`src/rtl/riscv_pkg.sv`:
```
// Shared definitions for the memory-side blocks of the core:
// the arbiter state encoding and the memory bus geometry.
package riscv_pkg;

  localparam int XLEN       = 32;
  localparam int MEM_MASK_W = XLEN / 8;

  typedef enum logic [1:0] {
    IDLE  = 2'd0,
    FETCH = 2'd1,
    DATA  = 2'd2
  } arb_state_t;

endpackage

```
`src/rtl/mem_arbiter.sv`:
```
// Unified memory port arbiter between instruction fetch and load/store.
// Data wins over fetch unless fetch has been passed over STARVE_LIMIT
// times in a row. One transaction in flight; the response is steered back
// to whichever side owns the current state.
module mem_arbiter
  import riscv_pkg::*;
#(
  parameter int ADDR_W       = 32,
  parameter int DATA_W       = 32,
  parameter int STARVE_LIMIT = 4
) (
  input  logic                i_clk,
  input  logic                i_rst_n,
  input  logic                i_if_req,
  input  logic [ADDR_W-1:0]   i_if_addr,
  input  logic                i_if_flush,
  output logic                o_if_ready,
  output logic [DATA_W-1:0]   o_if_rdata,
  input  logic                i_dm_ren,
  input  logic                i_dm_wen,
  input  logic [ADDR_W-1:0]   i_dm_addr,
  input  logic [DATA_W-1:0]   i_dm_wdata,
  input  logic [DATA_W/8-1:0] i_dm_wmask,
  output logic                o_dm_ready,
  output logic [DATA_W-1:0]   o_dm_rdata,
  output logic                o_mem_req,
  output logic                o_mem_we,
  output logic [ADDR_W-1:0]   o_mem_addr,
  output logic [DATA_W-1:0]   o_mem_wdata,
  output logic [DATA_W/8-1:0] o_mem_wmask,
  input  logic                i_mem_ack,
  input  logic [DATA_W-1:0]   i_mem_rdata,
  output logic                o_busy
);

  // The streak counter is 4 bits wide, so the limit is compared at that width.
  localparam logic [3:0] LIMIT = 4'(STARVE_LIMIT);

  arb_state_t            state_reg, state_next;
  logic [3:0]            streak_reg, streak_next;
  logic                  drop_reg, drop_next;
  logic                  grant_data, grant_fetch;
  logic                  data_pend, starve;

  logic                  mem_req_reg, mem_we_reg;
  logic [ADDR_W-1:0]     mem_addr_reg;
  logic [DATA_W-1:0]     mem_wdata_reg;
  logic [DATA_W/8-1:0]   mem_wmask_reg;

  // A simultaneous read and write request is treated as a write.
  assign data_pend = i_dm_ren | i_dm_wen;
  // Fetch has waited long enough: the next IDLE decision must go to fetch.
  assign starve    = i_if_req && (streak_reg == LIMIT);

  // Arbitration decision, starvation streak and flush-drop tracking.
  always_comb begin
    state_next  = state_reg;
    streak_next = streak_reg;
    drop_next   = drop_reg;
    grant_data  = 1'b0;
    grant_fetch = 1'b0;
    unique case (state_reg)
      IDLE: begin
        drop_next = 1'b0;
        if (data_pend && !starve) begin
          grant_data = 1'b1;
          state_next = DATA;
        end else if (i_if_req) begin
          grant_fetch = 1'b1;
          state_next  = FETCH;
        end
        if (!i_if_req || grant_fetch) begin
          streak_next = 4'd0;
        end else if (grant_data && (streak_reg < LIMIT)) begin
          streak_next = streak_reg + 4'd1;
        end
      end
      FETCH: begin
        // A flush turns the in-flight fetch into a silent access.
        if (i_if_flush) drop_next = 1'b1;
        if (i_mem_ack) begin
          state_next = IDLE;
          drop_next  = 1'b0;
        end
      end
      DATA: begin
        if (i_mem_ack) state_next = IDLE;
      end
      default: state_next = IDLE;
    endcase
  end

  // Control state registers.
  always_ff @(posedge i_clk or negedge i_rst_n) begin
    if (!i_rst_n) begin
      state_reg  <= IDLE;
      streak_reg <= 4'd0;
      drop_reg   <= 1'b0;
    end else begin
      state_reg  <= state_next;
      streak_reg <= streak_next;
      drop_reg   <= drop_next;
    end
  end

  // Memory port registers: captured on the grant, frozen until the ack.
  always_ff @(posedge i_clk or negedge i_rst_n) begin
    if (!i_rst_n) begin
      mem_req_reg   <= 1'b0;
      mem_we_reg    <= 1'b0;
      mem_addr_reg  <= '0;
      mem_wdata_reg <= '0;
      mem_wmask_reg <= '0;
    end else if (grant_data) begin
      mem_req_reg   <= 1'b1;
      mem_we_reg    <= i_dm_wen;
      mem_addr_reg  <= i_dm_addr;
      mem_wdata_reg <= i_dm_wdata;
      mem_wmask_reg <= i_dm_wmask;
    end else if (grant_fetch) begin
      mem_req_reg   <= 1'b1;
      mem_we_reg    <= 1'b0;
      mem_addr_reg  <= i_if_addr;
      mem_wdata_reg <= '0;
      mem_wmask_reg <= '0;
    end else if ((state_reg != IDLE) && i_mem_ack) begin
      mem_req_reg   <= 1'b0;
    end
  end

  assign o_mem_req   = mem_req_reg;
  assign o_mem_we    = mem_we_reg;
  assign o_mem_addr  = mem_addr_reg;
  assign o_mem_wdata = mem_wdata_reg;
  assign o_mem_wmask = mem_wmask_reg;

  // Responses are same-cycle with the ack; read data is a plain pass-through.
  assign o_dm_ready  = (state_reg == DATA) && i_mem_ack;
  assign o_if_ready  = (state_reg == FETCH) && i_mem_ack && !drop_reg;
  assign o_dm_rdata  = i_mem_rdata;
  assign o_if_rdata  = i_mem_rdata;
  assign o_busy      = (state_reg != IDLE);

endmodule

```
`config.mk`:
```
export PLATFORM = sky130hd
export DESIGN_NAME = mem_arbiter
export DESIGN_NICKNAME = d
export VERILOG_FILES = /design/src/rtl/riscv_pkg.sv /design/src/rtl/mem_arbiter.sv
export SDC_FILE = /design/constraint.sdc
export NUM_CORES = 1
export LEC_CHECK = 0
export BUFFER_PORTS_ARGS = -buffer_cell sky130_fd_sc_hd__buf_2
export CELL_PAD_IN_SITES_DETAIL_PLACEMENT = 0
export CELL_PAD_IN_SITES_GLOBAL_PLACEMENT = 2
export CORE_MARGIN = 10
export CORE_UTILIZATION = 22
export DETAILED_ROUTE_END_ITERATION = 6
export HOLD_SLACK_MARGIN = 0.05
export PLACE_DENSITY_LB_ADDON = 0.2
export RECOVER_POWER = 25
export SYNTH_ARGS = -nofsm -noshare
export SYNTH_HDL_FRONTEND = slang
export SYNTH_SLANG_ARGS = --single-unit
export TNS_END_PERCENT = 1
```
`constraint.sdc`:
```
create_clock -name i_clk -period 1.9 [get_ports i_clk]
set_input_delay 0.475 -clock i_clk [delete_from_list [all_inputs] [get_ports i_clk]]
set_output_delay 0.475 -clock i_clk [all_outputs]
set_load 0.1 [all_outputs]
```
==> results.ini <==
[clocking]
clk_pin_slew_ns=0.06
clkLatencyLatePin_ns=0.34
cts_max_path_buffers=2
ctsHoldBuffers=0
clock-sinks=77
cts_buffers=9
htreeDepth=3
cts_tree=done
ctsRootBufferMaster=clkbuf_16

[cells_and_area]
synthToLayoutAreaGrowth_pct=32.1
drive_gt1_share_pct=48.1
finalNonFillerCells=689
nNetsFinal=607

[floorplan]
start_util_pct=22.2
dieArea_sq_mm=0.0222
core_area_sq_mm=0.0165
die_y_microns=149
die_w_microns=149
ios=276
fp-row-count=47

[route]
routed_wl_microns=11600
vias=2917
routed_via_density=4.23
ant_nets=0
dr.pass1.iters=4
wl_per_cell_microns=16.8
drcViolationCount=0
drtIter0Drc=104

[sta]
timing.fmax_mhz=545
rsz0062_at_grt=yes
setup_slack_ns=0.0652
tightest_slew_ns=1.07
fin_crit_ns=1.83
maxSlewViolCount=0
finalClockSkew_ns=0.00784
hold_viol=0
setup_violations=0
slew_headroom_pct=28.7
fin_crit_sh_pct=96.6

[placed_design]
io_buffers=179
dp.cells=670
dpl_worst_slack_ns=0.0701
dpl.hpwl_microns=8740
place_congestion=0.723

[global_route]
track_usage_pct=10.3
grt_pass1_wl_microns=18100
grt_pass1_vias=3327
antenna_found_initial=2
gr-total-overflow=0
grt_max_degree=78

[logic_synthesis]
synth_ff_type=dfrtp_1
synth-seq-cells=77
synth_cell_types=25
syn_inst=343
synth_most_common_cell=dfrtp_1
synth_area_sq_mm=0.00366
synth_seq_area_share_pct=52.6
synthTopCellsByArea=dfrtp_1 (53%), buf_4 (13%), a22o_1 (9.6%)
synthArstFlopShare_pct=100
yosys-top-cells-count=dfrtp_1 (77), buf_4 (64), a22o_1 (40), nor2_1 (40), a21oi_1 (37)
syn_nets=487
synth-edff-count=0
postSynthAreaPerCell_sq_um=10.7
ys.warnings.count=0
yosysTopAreaCellShare_pct=52.6
synth_top_area_cell=dfrtp_1

[outcome]
status=finished clean

[min_path]
hp-class=input port to flip-flop

[setup_path]
critical_path.cell_chain=buf_4 -> ha_1 -> and2_4 -> buf_12
path_class=flip-flop to output port
r2r_slack_ns=0.19
worstPathMaxFanout=3
start_kind=flip-flop
critPathMaxStageDelay_ns=0.41
endpoint_kind=output port
required_ns=1.42
arrival_ns=1.36
crit_slowest_cell=dfrtp_1

[run]
maxCapViolations=0

routing by layer:
metal | global-route usage (%) | wire (microns) | vias up
met5 | 0 | 13 | -
met4 | 4.32 | 257 | 2
met3 | 5.40 | 1320 | 32
met2 | 16.2 | 5280 | 129
met1 | 11.4 | 4700 | 1359
li1 | - | - | 1395
repair_timing:
action / 4_1_cts / 5_1_grt
setup buffers: 1 / 1
endpoints found under the hold margin: 0 / 0
pin swaps: 0 / 0
endpoints found under the setup margin: 2 / 45
gates resized for setup: 2 / 6
cells by family (layout without fill, tap and decap cells):
family | Yosys count | after routing | synth area share, %
AO/OA/AOI/OAI | 117 | 117 | 21.6
buffers and inverters | 96 | 221 | 18.1
flip-flops | 77 | 77 | 52.6
AND/OR/NAND/NOR | 47 | 47 | 5.71
adder cells (fa/ha/maj) | 5 | 5 | 1.71
multiplexers | 1 | 1 | 0.307
other | 0 | 1 | 0
placed cells by master (no fill, tap or decap), types with 2 or more instances in the layout:
cell,n
a22o_1,40
a21oi_4,2
inv_2,2
inv_1,7
clkbuf_4,2
ha_1,3
bufinv_16,2
o22ai_1,32
ha_4,2
nor2_1,39
o21ai_0,4
dfrtp_1,76
a21oi_1,35
buf_4,10
buf_12,7
clkinv_4,2
buf_2,175
clkbuf_16,9
clkinvlp_4,2
area by class of cell:
type	instances	area, sq um
sequential	77	1930
timing repair buffer	195	1120
inverter	10	41.3
multi-input combinational	170	1140
clock buffer	10	239
tap	220	275
clock inverter	6	93.8
antenna	1	2.50
fill	1751	11600
stage by stage:
stage / hold slack, ns / cell area [sq um] / setup TNS (ns) / utilization [%]
2_1_floorplan: 0.179 / 3730 / -2.15 / -
3_3_place_gp: 0.476 / 4480 / 0 / 27.2
3_5_place_dp: 0.479 / 4480 / 0 / 27.2
4_1_cts: 0.175 / 4820 / -0.0116 / 29.3
5_1_grt: 0.341 / 4840 / -0.0124 / 29.4
6_report: 0.351 / 4840 / 0 / 29.4
critical path, delay by kind of cell, from the launching register on:
family	cells	cell delay [ns]
and+or+nand+nor	1	0.14
DFF	1	0.41
adders and majority gates	1	0.17
buffers and inverters	2	0.31
path summary, 6_finish.rpt:
kind	start	end	cells past startpoint
worst max-delay path	state_reg[1]	o_dm_ready	4
worst min-delay path	i_dm_wdata[24]	o_mem_wdata[24]	2
worst max register to register	streak_reg[0]	o_mem_wdata[5]	7
worst min register to register	o_mem_wdata[1]	o_mem_wdata[1]	1
max in group asynchronous	i_rst_n	state_reg[0]	2
min in group asynchronous	i_rst_n	o_mem_wmask[3]	2
Power is left out: the tool's default activity adds up to more than one toggle a clock period on the data nets, which glitch-free logic cannot reach.
